$ cat src/rtl/spi_pkg.sv
// Shared definitions for the SPI minion front end: FSM states,
// header bit positions within the 2-bit frame header and the MISO marker.
package spi_pkg;

   typedef enum logic [1:0] {
      WAIT_IDLE,
      IDLE,
      ACTIVE,
      COMMIT
   } state_e;

   // Positions inside the 2-bit header {W, R}: W arrives first.
   localparam int W_BIT = 1;
   localparam int R_BIT = 0;

   // Two leading bits shifted out ahead of the queue head payload.
   localparam logic [1:0] MISO_MARKER = 2'b10;

endpackage

$ cat src/rtl/spi_minion_frontend_if.sv
// Bundles the SPI pins and the packet-queue controls of the minion front end.
// The slave modport is the front end itself; master is the environment around it.
interface spi_minion_frontend_if #(
   parameter int pack_size = 32
);

   logic                 spi_cs_n;
   logic                 spi_sclk;
   logic                 spi_mosi;
   logic                 spi_miso;
   logic                 serve;
   logic                 hard_msg;
   logic [pack_size-1:0] from_master;
   logic                 seize;
   logic [pack_size-1:0] to_master;

   modport slave (
      input  spi_cs_n,
      input  spi_sclk,
      input  spi_mosi,
      input  to_master,
      output spi_miso,
      output serve,
      output hard_msg,
      output from_master,
      output seize
   );

   modport master (
      output spi_cs_n,
      output spi_sclk,
      output spi_mosi,
      output to_master,
      input  spi_miso,
      input  serve,
      input  hard_msg,
      input  from_master,
      input  seize
   );

endinterface

$ cat src/rtl/spi_synchronizer.sv
// Two-flop synchronizer for one asynchronous pin, plus a history flop so the
// synchronized level can be turned into single-cycle rise/fall strobes.
module spi_synchronizer (
   input  logic clk,
   input  logic reset,
   input  logic din_i,
   output logic sync_o,
   output logic rise_o,
   output logic fall_o
);

   logic s1_q;
   logic s2_q;
   logic hist_q;

   // Metastability chain followed by the history flop used for edge detection.
   always_ff @(posedge clk) begin
      if (reset) begin
         s1_q   <= 1'b0;
         s2_q   <= 1'b0;
         hist_q <= 1'b0;
      end else begin
         s1_q   <= din_i;
         s2_q   <= s1_q;
         hist_q <= s2_q;
      end
   end

   assign sync_o = s2_q;
   assign rise_o = s2_q & ~hist_q;
   assign fall_o = ~s2_q & hist_q;

endmodule

$ cat src/rtl/spi_minion_frontend.sv
// SPI minion front end: turns one chip-select window into one fixed-length
// frame {W, R, payload}, shifts the queue head out on MISO and emits the
// push (serve/hard_msg/from_master) and pop (seize) controls at frame end.
module spi_minion_frontend
   import spi_pkg::*;
#(
   parameter int pack_size = 32
) (
   input logic                  clk,
   input logic                  reset,
   spi_minion_frontend_if.slave bus
);

   localparam int FRAME = pack_size + 2;
   localparam int CW    = $clog2(FRAME + 2);

   logic csSync;
   logic csRise;
   logic csFall;
   logic sclkRise;
   logic sclkFall;
   logic mosiSync;

   state_e               state_q,      state_d;
   logic [CW-1:0]        bitCnt_q,     bitCnt_d;
   logic [FRAME-1:0]     shiftIn_q,    shiftIn_d;
   logic [FRAME-1:0]     shiftOut_q,   shiftOut_d;
   logic [pack_size-1:0] fromMaster_q, fromMaster_d;

   logic       wellFormed;
   logic [1:0] header;
   logic       hardMsg;
   logic       readReq;

   spi_synchronizer u_syncCs (
      .clk    (clk),
      .reset  (reset),
      .din_i  (bus.spi_cs_n),
      .sync_o (csSync),
      .rise_o (csRise),
      .fall_o (csFall)
   );

   spi_synchronizer u_syncSclk (
      .clk    (clk),
      .reset  (reset),
      .din_i  (bus.spi_sclk),
      .sync_o (),
      .rise_o (sclkRise),
      .fall_o (sclkFall)
   );

   spi_synchronizer u_syncMosi (
      .clk    (clk),
      .reset  (reset),
      .din_i  (bus.spi_mosi),
      .sync_o (mosiSync),
      .rise_o (),
      .fall_o ()
   );

   // Frame decode from the captured bits; a saturated count never matches FRAME.
   assign wellFormed = (bitCnt_q == CW'(FRAME));
   assign header     = shiftIn_q[FRAME-1 -: 2];
   assign hardMsg    = !(wellFormed && header[W_BIT]);
   assign readReq    = wellFormed && header[R_BIT];

   // State, bit counter, shift registers and the held payload.
   always_ff @(posedge clk) begin
      if (reset) begin
         state_q      <= WAIT_IDLE;
         bitCnt_q     <= '0;
         shiftIn_q    <= '0;
         shiftOut_q   <= '0;
         fromMaster_q <= '0;
      end else begin
         state_q      <= state_d;
         bitCnt_q     <= bitCnt_d;
         shiftIn_q    <= shiftIn_d;
         shiftOut_q   <= shiftOut_d;
         fromMaster_q <= fromMaster_d;
      end
   end

   // Next-state logic: after reset wait for a released chip select so a frame
   // that was cut by reset is never picked up halfway through.
   always_comb begin
      state_d      = state_q;
      bitCnt_d     = bitCnt_q;
      shiftIn_d    = shiftIn_q;
      shiftOut_d   = shiftOut_q;
      fromMaster_d = fromMaster_q;
      case (state_q)
         WAIT_IDLE: begin
            if (csSync) begin
               state_d = IDLE;
            end
         end
         IDLE: begin
            if (csFall) begin
               state_d    = ACTIVE;
               bitCnt_d   = '0;
               shiftIn_d  = '0;
               shiftOut_d = {MISO_MARKER, bus.to_master};
            end
         end
         ACTIVE: begin
            if (csRise) begin
               state_d = COMMIT;
               if (!hardMsg) begin
                  fromMaster_d = shiftIn_q[pack_size-1:0];
               end
            end else begin
               if (sclkRise) begin
                  shiftIn_d = {shiftIn_q[FRAME-2:0], mosiSync};
                  if (bitCnt_q != CW'(FRAME + 1)) begin
                     bitCnt_d = bitCnt_q + 1'b1;
                  end
               end
               if (sclkFall) begin
                  shiftOut_d = {shiftOut_q[FRAME-2:0], 1'b0};
               end
            end
         end
         COMMIT: begin
            state_d = IDLE;
         end
         default: begin
            state_d = WAIT_IDLE;
         end
      endcase
   end

   // Queue controls pulse only during the single COMMIT cycle.
   assign bus.serve       = (state_q == COMMIT);
   assign bus.hard_msg    = (state_q == COMMIT) && hardMsg;
   assign bus.seize       = (state_q == COMMIT) && readReq;
   assign bus.from_master = fromMaster_q;
   assign bus.spi_miso    = (state_q == ACTIVE) && shiftOut_q[FRAME-1];

endmodule

$ cat src/flat_wrapper.sv
// flat-port wrapper written by rule: the top's interface ports become plain ports
module spi_minion_frontend_flat import spi_pkg::*;
#(
   parameter int pack_size = 32
)
  (clk, reset, bus_spi_cs_n, bus_spi_sclk, bus_spi_mosi, bus_to_master, bus_spi_miso, bus_serve, bus_hard_msg, bus_from_master, bus_seize);
  spi_minion_frontend_if #(.pack_size(pack_size)) bus_i ();
  input logic clk;
  input logic reset;
  input wire logic [$bits(bus_i.spi_cs_n)-1:0] bus_spi_cs_n;
  input wire logic [$bits(bus_i.spi_sclk)-1:0] bus_spi_sclk;
  input wire logic [$bits(bus_i.spi_mosi)-1:0] bus_spi_mosi;
  input wire logic [$bits(bus_i.to_master)-1:0] bus_to_master;
  output wire logic [$bits(bus_i.spi_miso)-1:0] bus_spi_miso;
  output wire logic [$bits(bus_i.serve)-1:0] bus_serve;
  output wire logic [$bits(bus_i.hard_msg)-1:0] bus_hard_msg;
  output wire logic [$bits(bus_i.from_master)-1:0] bus_from_master;
  output wire logic [$bits(bus_i.seize)-1:0] bus_seize;
  assign bus_i.spi_cs_n = bus_spi_cs_n;
  assign bus_i.spi_sclk = bus_spi_sclk;
  assign bus_i.spi_mosi = bus_spi_mosi;
  assign bus_i.to_master = bus_to_master;
  assign bus_spi_miso = bus_i.spi_miso;
  assign bus_serve = bus_i.serve;
  assign bus_hard_msg = bus_i.hard_msg;
  assign bus_from_master = bus_i.from_master;
  assign bus_seize = bus_i.seize;
  spi_minion_frontend #(.pack_size(pack_size)) u_core (.clk(clk), .reset(reset), .bus(bus_i));
endmodule
$ cat config.mk
export PLATFORM = sky130hd
export DESIGN_NAME = spi_minion_frontend_flat
export DESIGN_NICKNAME = d
export VERILOG_FILES = /design/src/rtl/spi_pkg.sv /design/src/rtl/spi_minion_frontend_if.sv /design/src/rtl/spi_synchronizer.sv /design/src/rtl/spi_minion_frontend.sv /design/src/flat_wrapper.sv
export SDC_FILE = /design/constraint.sdc
export NUM_CORES = 1
export LEC_CHECK = 0
export BUFFER_PORTS_ARGS = -buffer_cell sky130_fd_sc_hd__buf_4
export CELL_PAD_IN_SITES_DETAIL_PLACEMENT = 1
export CELL_PAD_IN_SITES_GLOBAL_PLACEMENT = 1
export CORE_AREA = 2 2 94 119
export DETAILED_ROUTE_END_ITERATION = 6
export DIE_AREA = 0 0 96 121
export PLACE_DENSITY = 0.79
export RECOVER_POWER = 25
export SLEW_MARGIN = 20
export SYNTH_ARGS = -nofsm -noshare
export SYNTH_HDL_FRONTEND = slang
export SYNTH_SLANG_ARGS = --single-unit
$ cat constraint.sdc
create_clock -name clk -period 3.9 [get_ports clk]
set_input_delay 0.585 -clock clk [delete_from_list [all_inputs] [get_ports clk]]
set_output_delay 0.585 -clock clk [all_outputs]
set_load 0.1 [all_outputs]
# After elaboration in Yosys (flattened, before gate mapping)

Cells that the tools add are included.

Add/subtract/negate cells: 1
Equal/unequal tests: 12
Muxes and demuxes: 17
Bitwise operators: 8
Reductions and logical operators: 13

Operator list:

| cell                                                            | count |
|---|---|
| 34-bit 2-to-1 mux                                               | 6 |
| 34-bit case mux with 2 select lines                             | 2 |
| 6-bit 2-to-1 mux                                                | 4 |
| 6-bit case mux with 2 select lines                              | 1 |
| 2-bit by 1-bit != test with 1-bit output, second input constant | 5 |
| 2-bit case mux with 4 select lines                              | 1 |
| 4-bit AND reduction                                             | 2 |
| 6-bit by 1-bit adder with 6-bit output, second input constant   | 1 |
| 6-bit == test, second input constant                            | 1 |
| 2-bit 2-to-1 mux                                                | 3 |
| 6-bit != test, second input constant                            | 1 |
| 3-bit AND reduction                                             | 2 |
| 1-bit logical AND                                               | 5 |
| 5-bit AND reduction                                             | 1 |
| 1-bit AND                                                       | 4 |
| 2-bit == test, second input constant                            | 2 |
| 2-bit != test, second input constant                            | 2 |
| 1-bit inverter                                                  | 4 |
| 2-bit by 1-bit == test with 1-bit output, second input constant | 1 |
| 2-bit logical NOT                                               | 1 |
| 2-bit nonzero test                                              | 1 |
| 1-bit logical NOT                                               | 1 |

Register bits: 116
Input bits: 37
Output and inout port bits: 36

# Longest topological paths before layout

Gate-level depths: netlist of run 1.

Depth after elaboration: 5
Depth in mapped cells: 10

# By module

Synthesis of run 1 repeated with hierarchy kept, for this count alone.

Cell total of the unflattened synthesis: 539
Area, all modules: 4712.0 um^2

Modules (own cells, without submodules):

| module              | times used | cells an instance | area each (um^2) | sequential area each (um^2) |
|---|---|---|---|---|
| spi_minion_frontend | 1          | 515               | 4438.0           | 2162.1 |
| spi_synchronizer    | 3          | 8                 | 91.3             | 60.1 |

# Worst setup path before layout of run 1

Ideal clock, no wire load.

Kind: reg2out
Start: register u_core.state_q[0]
End: output port bus_seize
Arrival: 2121 ps
Required time: 3315 ps
Slack: 1194 ps
Stages on the path, launching flop included: 3
Cell sequence: dfxtp_1 -> ha_1 -> and4_1

Longest elaborated chain between the ends: 2

RTL lines:

| item                   | line                       | text |
|---|---|---|
| from (decl)            | spi_minion_frontend.sv:24  | `state_e state_q, state_d;` |
| from (signal assigned) | spi_minion_frontend.sv:77  | `state_q <= state_d;` |
| 2-bit == test          | n/a                        |  |
| net bus_serve          | flat_wrapper.sv:15         | `output wire logic [$bits(bus_i.serve)-1:0] bus_serve;` |
| 1-bit logical AND      | spi_minion_frontend.sv:137 | `assign bus.seize = (state_q == COMMIT) && readReq;` |
| to (decl)              | flat_wrapper.sv:18         | `output wire logic [$bits(bus_i.seize)-1:0] bus_seize;` |

The timed path passes the listed nets, and every way through them passes these cells.

# Final worst setup path of run 1

Start: register u_core.state_q[0]
End: register u_core.shiftOut_q[22]

Longest elaborated chain between the ends: 3
Elaborated cells between the ends (all ways): 8
Classes of those cells: 5 x eq/ne; 1 x mux; 2 x reduce/logical

RTL lines:

| item                                                                             | line                      | text |
|---|---|---|
| 2-bit == test / 2-bit by 1-bit == test with 1-bit output (equally long branches) | spi_minion_frontend.sv:93 | `case (state_q)` |
| 2-bit by 1-bit != test with 1-bit output (no line) (tied with other cells)       | n/a                       |  |
| 4-bit AND reduction (no line)                                                    | n/a                       |  |
| to (signal assigned)                                                             | spi_minion_frontend.sv:80 | `shiftOut_q <= shiftOut_d;` |
| to (decl)                                                                        | spi_minion_frontend.sv:27 | `logic [FRAME-1:0] shiftOut_q, shiftOut_d;` |

Parallel ways exist; a longest one is shown, timed or not.
A chain may end at the register's enable or synchronous reset.

==> impl.org, run 1 <==
** STA
- For the final database, setup skew stands at between 0.015 and 0.02 ns.
- Slew Limit Fails :: 88
- Final clock period utilization by the worst path :: 77.8%
- Headroom to the max-slew limit came out at -19.0%.
- RSZ-0062 raised after global routing :: false
- Setup violations remaining at the end of the flow were counted as 0.
- Final setup TNS :: 0 ns
- Achievable frequency :: 330 MHz
- Transition time at the pin with the least slew margin :: around 1.8 ns
- The number of hold-slack violations in the final timing report was 0.
- The clock period could shrink to ~3.0 ns.
- The tightest hold path in the finished design has a slack of 0.389 ns.

** Cells and area
- At the end of the flow, the number of nets in the layout was about 640.
- The library cells used most frequently in the layout, excluding fill and tap cells, are sky130_fd_sc_hd__dfxtp_1 (116), sky130_fd_sc_hd__nand2_1 (106), sky130_fd_sc_hd__a21oi_1 (73).
- Layout filler cell count :: approximately 1300
- In the final layout, the multi-input gates occupy between 2000 and 2500 um^2.
- Relative to the synthesized area, the layout overhead comes to 22.9%.
- The post-route netlist has between 10 and 15% of its cells at a drive strength greater than 1.
- Footprint of the flip-flops and latches :: 2320 um^2
- The library cell used most frequently in the layout, excluding fill and tap cells, is sky130_fd_sc_hd__dfxtp_1.
- 0 antenna diodes ended up in the layout.

** Global routing
- The via count of the first global-routing pass is approximately 4000.
- For this run, the total global-route usage over all layers was measured as 20.8%.
- Entering global routing, the biggest net connects 88 pins.
- Initial antenna violation count :: 0
- Wire length of the first global-routing pass :: about 19000 um
- Remaining global-route overflow :: 0

** CTS
- Setup repair bufs after CTS :: 0
- In this run, post-CTS hold repair placed 0 buffers.
- CTS Buf Count :: 17
- TritonCTS Sinks :: about 120
- Clock H-tree levels :: 4
- Clock latency on the worst-skew pair, taken at its later pin, is just over 0.4 ns.
- The number of gates resized after CTS was 0.
- After clock tree synthesis, the clock-pin slew on the worst setup and hold paths is about 0.050 ns.
- TritonCTS built the clock tree.
- CTS placed an instance of sky130_fd_sc_hd__clkbuf_16 at the clock tree root.
- The longest clock path from root to sink contains 2 buffers.

** Logic synthesis
- The number of nets in the synthesized netlist is 586.
- The synthesized design contains 0 enable-type register cells.
- Most used DFF post-synth :: sky130_fd_sc_hd__dfxtp_1
- For this run, the number of Yosys warnings is 0.
- Number of instances in the synthesized netlist :: between 500 and 600
- Dividing the synthesized area by the synthesized cell count gives 8.50 um^2.
- For this run, asynchronously set or reset flops after synthesis account for 0%.
- FF+latch count, synth :: roughly 120
- Sequential elements use 50.3% of the synthesized area.
- Unique cell type count in the Yosys netlist :: 37
- After synthesis the cells add up to 4620 um^2.

** Floorplan
- The floorplan step defined a die boundary enclosing 11600 um^2.
- Pin placement for this block handled 73 I/O pins.
- Site row count :: 42
- Area of the core :: between 10000 and 15000 um^2
- Die span in x :: 96 um
- Measured along the y axis, the die boundary spans 121 um.
- Initial cell density of the core :: 44.1%

** Worst setup path
- Cell chain of the critical path :: inv_1 > ha_4 > o2111ai_1 > nand2_2 > buf_4 > nor2_1 > a211oi_1
- Tracing the worst setup path back leads to its startpoint at u_core.state_q[0].
- Slowest stage delay, CP :: 0.83 ns
- In this run the critical register-to-register path is launched from u_core.state_q[0].
- For the worst setup path, the data required time is between 4 and 5 ns.
- Kind of end point of the critical path :: register
- The kind of cell with the highest combined delay along the critical path is adder cells.
- Buffers & Inverters on Critical Path :: 2
- The critical path is of the reg -> reg type.
- The slowest stage of the critical path is the sky130_fd_sc_hd__ha_4 cell.
- STA puts the critical path data arrival time at 3.31 ns.
- The worst setup path is launched from a register.
- Maximum fanout count along the critical path :: 79

** Worst hold path
- The tightest min-delay check is of the in -> reg type.
- Hold Crit Start :: bus_spi_sclk

** Run status
- The checks that failed: capacitance limit, slew limit.
- The run finished, with violations left.

** Power
- Share of total power consumed by net switching :: a little over a quarter
- Gate power share :: around 16%
- Power per cell area :: a little under 600 nW/um^2
- In this run, flip-flops and latches consume 37.9% of the power.
- Switching pwr :: between 800 and 900 uW
- Worst-case vdd ir drop :: between 0.3 and 0.4 mV
- Per report_power, the clock group accounts for between 40% and 50% of the total.
- The internal portion of the total power is around 2400 uW.
- In this run the static leakage power is about 0.0019 uW.

** Place
- Routability cong. :: 0.711
- Estimated wirelength of the detail-placed design :: 7020 um
- In this run the tool buffered the top-level ports with 72 buffer cells.

** Routing
- Total number of vias :: 3976
- For this run, design rule violations remaining after detail routing come to 0.
- Iter 0 DRT Violations :: between 150 and 200
- For this run, the detailed router's first-pass iteration total came to 4.
- Per-cell via count in the routed design :: roughly 5.4
- Antenna Nets Post-Route :: 0
- Summed over all layers, the routed wires come to 11300 um.
- Dividing the detail-routed wire length by the instance count gives 15.2 um.

** Flow run
- Across the run, the number of max-cap violations was 1.
cell families after synthesis:
group | Yosys count | share of synthesized area, %
compound gates | 120 | 15.8
fa+ha+maj | 6 | 1.63
buf+inv | 55 | 4.91
flops | 116 | 50.3
mux | 32 | 6.94
simple gates | 214 | 20.4
final timing paths:
path | end | slack [ns] | cells past startpoint
min | u_core.u_syncSclk.s1_q | 0.39 | 2
max | u_core.shiftOut_q[22] | 0.87 | 7
max reg2reg | u_core.shiftOut_q[22] | 0.87 | 7
min reg2reg | u_core.u_syncMosi.sync_o | 0.44 | 1
sequential cells by signal, summed over array words and instances, names as in the netlist:
register	cells
u_core.state_q	2
u_core.u_syncSclk.s1_q	1
u_core.u_syncSclk.sync_o	1
u_core.bitCnt_q	6
u_core.u_syncMosi.sync_o	1
u_core.shiftIn_q	34
u_core.u_syncMosi.s1_q	1
u_core.shiftOut_q	34
u_core.u_syncCs.sync_o	1
u_core.u_syncCs.hist_q	1
u_core.u_syncCs.s1_q	1
u_core.bus.from_master	32
u_core.u_syncSclk.hist_q	1
power groups by stage:
stage	clock [uW]	sequential, uW	combinational (uW)
floorplan	0	1260	408
global placement	0	1270	506
detailed placement	0	1270	524
CTS	1540	1250	533
global route	1590	1250	578
finish	1510	1250	527
synth_stat cells, types with 2 or more instances:
cell type / count / share of area, %
sky130_fd_sc_hd__a21oi_1: 73 / 7.9
sky130_fd_sc_hd__or3b_1: 2 / 0.38
sky130_fd_sc_hd__or2_2: 2 / 0.27
sky130_fd_sc_hd__mux2i_1: 32 / 6.9
sky130_fd_sc_hd__nand3_1: 40 / 4.3
sky130_fd_sc_hd__and2_1: 2 / 0.27
sky130_fd_sc_hd__nand2_1: 107 / 8.7
sky130_fd_sc_hd__a31oi_1: 3 / 0.41
sky130_fd_sc_hd__buf_2: 10 / 1.1
sky130_fd_sc_hd__a211oi_1: 32 / 5.2
sky130_fd_sc_hd__nor3_1: 4 / 0.43
sky130_fd_sc_hd__nor2b_1: 11 / 1.5
sky130_fd_sc_hd__inv_1: 12 / 0.98
sky130_fd_sc_hd__clkbuf_1: 32 / 2.6
sky130_fd_sc_hd__dfxtp_1: 116 / 50
sky130_fd_sc_hd__ha_1: 6 / 1.6
sky130_fd_sc_hd__nor2_1: 39 / 3.2
area by class of cell:
type / count / share of cell area, %
Tap cell: 132 / 2.91
Sequential cell: 116 / 40.9
Clock inverter: 10 / 1.87
Clock buffer: 21 / 8.29
Inverter: 12 / 0.794
Timing Repair Buffer: 79 / 8.43
Multi-Input combinational cell: 372 / 36.8
worst register-to-register path, delay by kind of cell, from the launching register on:
| family | cells | cell delay (ns) |
|---|---|---|
| AOI/OAI and AO/OA | 2 | 0.77 |
| adders and majority gates | 1 | 0.83 |
| buffers and inverters | 2 | 0.46 |
| DFF | 1 | 0.34 |
| and+or+nand+nor | 2 | 0.50 |
stage by stage:
stage	utilization, %	total power [uW]	cell area (um^2)	setup WS [ns]	instances
floorplan	-	1670	4620	1.19	543
global placement	49.8	1770	5210	1.12	711
detailed placement	49.8	1790	5210	0.907	711
CTS	55.3	3320	5790	0.854	742
global route	54.2	3420	5670	0.593	742
finish	54.2	3280	5670	0.867	742
per-layer routing:
metal  share of wire [%]  up-vias  global-route usage [%]
li1                    -     1966                       -
met1                  43     1928                    25.0
met2                  52       75                    35.4
met3                 3.6        7                    6.34
met4                0.81        0                    6.07
met5                   0        -                       0
Note: power is estimated with default switching activity, not from simulation.
==> inputs of run 2 (changes only) <==
--- a/config.mk
+++ b/config.mk
@@ -5,13 +5,14 @@
 export SDC_FILE = /design/constraint.sdc
 export NUM_CORES = 1
 export LEC_CHECK = 0
+export ABC_AREA = 1
 export BUFFER_PORTS_ARGS = -buffer_cell sky130_fd_sc_hd__buf_4
 export CELL_PAD_IN_SITES_DETAIL_PLACEMENT = 1
 export CELL_PAD_IN_SITES_GLOBAL_PLACEMENT = 1
-export CORE_AREA = 2 2 94 119
+export CORE_AREA = 2 2 103 130
 export DETAILED_ROUTE_END_ITERATION = 6
-export DIE_AREA = 0 0 96 121
-export PLACE_DENSITY = 0.79
+export DIE_AREA = 0 0 105 132
+export PLACE_DENSITY = 0.76
 export RECOVER_POWER = 25
 export SLEW_MARGIN = 20
 export SYNTH_ARGS = -nofsm -noshare
==> constraint.sdc (replaced) <==
create_clock -name clk -period 3.09 [get_ports clk]
set_input_delay 0.4635 -clock clk [delete_from_list [all_inputs] [get_ports clk]]
set_output_delay 0.4635 -clock clk [all_outputs]
set_load 0.1 [all_outputs]
==> run 2 against run 1 <==
Effect of this change: the flow still finishes with violations (capacitance limit, slew limit); design area increased by 8.2%; critical path depth decreased by 1; sequential share of layout area decreased by 3.1 points; wire length increased by 15%; count of clock-buffer cells in the layout increased by 1; flip-flop and latch count unchanged; worst hold slack got worse by 0.14 ns; non-clock buffer count increased by 1; sequential power increased by 37%; setup slack got worse by 0.35 ns; via count increased by 20%; global-route usage decreased by 1.3 points; critical endpoint is now bus_spi_miso.
==> impl.org, run 2 <==
** Run status
- The run finished, with violations left.
- Violated checks :: capacitance limit, slew limit

** Logic synthesis
- The number of flops mapped to enable cells by yosys is 0 (unchanged).
- Combined area of all synthesized cells :: 5110 um^2 (+11%)
- Post-synth top cells :: sky130_fd_sc_hd__nand2_1 (157), sky130_fd_sc_hd__nor2_1 (148), sky130_fd_sc_hd__dfxtp_1 (116), sky130_fd_sc_hd__o21ai_0 (73), sky130_fd_sc_hd__inv_1 (55)
- Unique cell type count in the Yosys netlist :: 25 (-32%)
- Cell taking the most area after synthesis :: sky130_fd_sc_hd__dfxtp_1
- The total nets after synthesis came to 772 (+32%).
- Most area-consuming cells after synthesis :: sky130_fd_sc_hd__dfxtp_1 (45%), sky130_fd_sc_hd__nand2_1 (12%), sky130_fd_sc_hd__nor2_1 (11%), sky130_fd_sc_hd__o21ai_0 (7.2%), sky130_fd_sc_hd__a21oi_1 (4.4%)
- The number of instances in the synthesized netlist was 729 (+34%).
- Portion of the post-synthesis area used by sequential elements :: 45.5% (-4.8 points)
- The post-synthesis area per instance came to 7.01 um^2 (-18%).
- sky130_fd_sc_hd__nand2_1 is the most common cell in the netlist.
- The share of flip-flops with an asynchronous set or reset after synthesis came to 0% (unchanged).
- The number of synthesis warnings came to 0 (unchanged).
- FF+latch count, synth :: 116 (unchanged)
- The area fraction of the dominant cell type after synthesis came to 45.5% (-4.8 points).
- Among all flip-flop cells after synthesis, the most frequent one is sky130_fd_sc_hd__dfxtp_1.

** STA
- The final count of negative-setup-slack endpoints came to 0 (unchanged).
- Final period demand of the worst path :: approximately 2.6 ns
- Final clock period utilization by the worst path :: approximately 83%
- Final setup TNS :: 0 ns (unchanged)
- The post-layout worst setup margin came to 0.513 ns (-0.354 ns).
- Setup repair after global routing left no endpoint under its margin.
- The number of hold-slack violations in the final timing report is 0 (unchanged).
- Achievable frequency :: just under 400 MHz
- The max-slew headroom at the worst pin was -44.7% (-26 points).
- The final clock skew came to 0.00678 ns (-0.00876 ns).
- The max-slew violation count was 50 (-43%).
- Transition time at the pin with the least slew margin :: 2.17 ns (+0.385 ns)

** Place
- The HPWL after detailed placement is 8240 um (+17%).
- The placer congestion estimate was 0.752 (+5.8%).
- Port Buffers :: 72 (unchanged)
- The post-place instance area is 5650 um^2 (+8.4%).
- The pre-CTS setup slack is 0.736 ns (-0.171 ns).

** CTS
- Number of instances resized during post-cts repair :: 0 (unchanged)
- Clock insertion delay at the later pin of the skew report :: 0.41 ns (about the same)
- TritonCTS built the clock tree.
- CTS Buf Count :: 17 (unchanged)
- Clock-pin transition on the worst setup and hold timing paths :: 0.05 ns (about the same)
- TritonCTS Sinks :: 116 (unchanged)
- The number of post-CTS setup repair buffers came to 0 (unchanged).
- The cell sitting at the root of the clock tree is a sky130_fd_sc_hd__clkbuf_16.
- The cts-stage hold buffer count came to 0 (unchanged).
- The H-tree level count is 4 (unchanged).
- The maximum buffer depth of the clock tree was 2 (unchanged).

** Worst setup path
- RR Startpoint :: u_core.state_q[0]
- The data arrival at the endpoint of the critical path is 2.11 ns (-1.20 ns).
- The required time of the critical path came to 2.63 ns (-1.55 ns).
- By startpoint and endpoint, the worst setup path is classified as reg -> out.
- The worst-case reg-to-reg path depth was 8 (+1).
- Startpoint type of the worst setup path :: register
- Slowest stage cell on the critical path :: sky130_fd_sc_hd__ha_2
- End of the worst register-to-register path :: u_core.shiftIn_q[20]
- Kind of end point of the critical path :: output port
- Maximum fanout count along the critical path :: 23 (-71%)
- Slowest stage delay, CP :: 0.48 ns (-0.35 ns)
- The register-to-register setup slack was 0.59 ns (-0.28 ns).
- Walking the worst path, the cells encountered are inv_1 > ha_2 > buf_4 > nand2_1 > inv_1 > buf_4.

** Routing
- The initial DRC count came to 161 (-15%).
- Total met2 wirelength after detailed routing :: 6740 um (+14%)
- Antenna Nets Post-Route :: 0 (unchanged)
- The total number of vias came to 4773 (+20%).
- Uppermost metal layer occupied by signal nets :: met4
- Residual DRC count :: 0 (unchanged)
- The post-detailed-route wirelength per cell came to 13.5 um (-12%).
- Total wire length :: 12900 um (+15%)
- Per-cell via count in the routed design :: 4.96 (-7.4%)
- The wire length the detailed router placed on met1 is 5570 um (+14%).
- Detailed-routing iteration count for the pre-antenna-repair pass :: 4 (unchanged)
- The total met3 wirelength after detailed routing was 412 um (+0.73%).

** Global routing
- The initial antenna violation count is 0 (unchanged).
- The via count of the first global-routing pass was 4752 (+17%).
- The overall routing resource usage came to 19.5% (-1.3 points).
- The aggregate global routing overflow was 0 (unchanged).
- The maximum number of pins on one net before global-route repair is 65 (-26%).
- The wire length of the first global-routing pass is 22300 um (+17%).

** Floorplan
- The row count was 46 (+9.5%).
- Initial cell density of the core :: 40.7% (-3.4 points)
- Area of the core :: 12500 um^2 (+20%)
- DIE HEIGHT :: 132 um (+9.1%)
- Number of ports placed on the die boundary :: 73 (unchanged)
- Die span in x :: 105 um (+9.4%)
- The die area was 13900 um^2 (+19%).

** Cells and area
- The area growth from synthesis to layout is 20.2%.
- The library cells used most frequently in the layout, excluding fill and tap cells, are sky130_fd_sc_hd__nand2_1 (157), sky130_fd_sc_hd__nor2_1 (148), sky130_fd_sc_hd__dfxtp_1 (116).
- Fraction of final layout cells with drive strength greater than 1 :: 14.6% (+0.18 points)
- The count of nets after finishing was 825 (+29%).
- The count of fill cells added during filler insertion is 1689 (+34%).
- The number of diodes added for antenna fixing was 0 (unchanged).
- The cell area after layout was 6140 um^2 (+8.2%).
- Leaving out fill and tap cells, the most frequent cell in the layout is sky130_fd_sc_hd__nand2_1.

** Power
- Gate power share :: 23.1% (+7.1 points)
- Worst-case vdd ir drop :: 0.312 mV (+2.7%)
- Share of total power consumed by net switching :: 32.5% (+5.7 points)
- The fraction of power consumed by the clock network came to 41.7% (-4.3 points).
- Static leakage power :: 0.00278 uW (+45%)
- The switching power came to 1580 uW (+79%).
- The internal power component was 3270 uW (+36%).
- Total Power Consumption :: 4850 uW (+48%)
- The fraction of power consumed by sequential logic is 35.2% (-2.7 points).
- Power per cell area :: 790 nW/um^2 (+36%)

** Worst hold path
- The path with the worst hold slack has its endpoint at u_core.u_syncMosi.s1_q.
- Count of cells along the worst hold path :: 3 (+1)
- Hold Crit Start :: bus_spi_mosi
- Hold Crit Class :: in -> reg

** Flow run
- Max Cap Viol :: 1 (unchanged)
-- run 2: cell count changes in the layout (fill, tap and decap cells not counted), moves of 3 or more --
cell                       before  now
sky130_fd_sc_hd__nor2_1        39  148
sky130_fd_sc_hd__nor2b_1       10    0
sky130_fd_sc_hd__o21ai_0        1   73
sky130_fd_sc_hd__mux2i_1       32    0
sky130_fd_sc_hd__nand2_1      106  157
sky130_fd_sc_hd__a31oi_1        3    0
sky130_fd_sc_hd__nand2_2        1   22
sky130_fd_sc_hd__a211oi_1      32    0
sky130_fd_sc_hd__inv_1         12   54
sky130_fd_sc_hd__inv_2          0    5
sky130_fd_sc_hd__a21oi_1       73   44
-- run 2: cell type report --
type                            count  area (um^2)  area share [%]
Tap cell                          168          210            3.42
Clock buffer                       22          484            7.89
Multi-Input combinational cell    507         2290            37.3
Inverter                           60          228            3.71
Timing Repair Buffer               80          480            7.83
Sequential cell                   116         2320            37.8
Clock inverter                      9          126            2.06
-- run 2: worst max-delay path by stage --
stage / start / to / cells after the start
2_1_floorplan: u_core.state_q[0] / bus_seize / 3
3_3_place_gp: u_core.state_q[0] / u_core.shiftIn_q[1] / 8
3_5_place_dp: u_core.state_q[0] / u_core.shiftIn_q[15] / 8
4_1_cts: u_core.state_q[0] / bus_spi_miso / 6
5_1_grt: u_core.state_q[0] / u_core.shiftIn_q[20] / 8
6_report: u_core.state_q[0] / bus_spi_miso / 6
-- run 2: through the flow --
stage / hold slack, ns / cells / utilization, %
floorplan: 0.388 / 729 / -
global placement: 0.396 / 931 / 45.0
detailed placement: 0.398 / 931 / 45.0
CTS: 0.245 / 962 / 49.9
global route: 0.267 / 962 / 48.9
finish: 0.252 / 962 / 48.9
-- run 2: power by group through the flow --
stage	combinational (uW)	sequential, uW	clock (uW)
2_1_floorplan	939	1720	0
3_3_place_gp	1080	1730	0
3_5_place_dp	1130	1740	0
4_1_cts	1150	1710	2050
5_1_grt	1280	1720	2130
6_report	1120	1710	2020
-- run 2: cell families (layout without fill, tap and decap cells) --
logic type / Yosys count / in the layout / synth area share (%)
adder cells (fa/ha/maj): 6 / 6 / 1.47
flip-flops: 116 / 116 / 45.5
buffers and inverters: 106 / 171 / 9.87
AND/OR/NAND/NOR: 383 / 383 / 31.6
AO/OA/AOI/OAI: 118 / 118 / 11.6
-- run 2: critical path: cells and delay by family, from the launching register on --
kind,cells,cell delay [ns]
DFF,1,0.34
adders and majority gates,1,0.48
and+or+nand+nor,1,0.09
buffers and inverters,4,0.78
-- run 2: per-layer routing --
layer  track usage, %  up-vias
li1                 -     2387
met5                0        -
met1             22.4     2285
met3             3.81       18
met2             35.2       83
met4             7.93        0
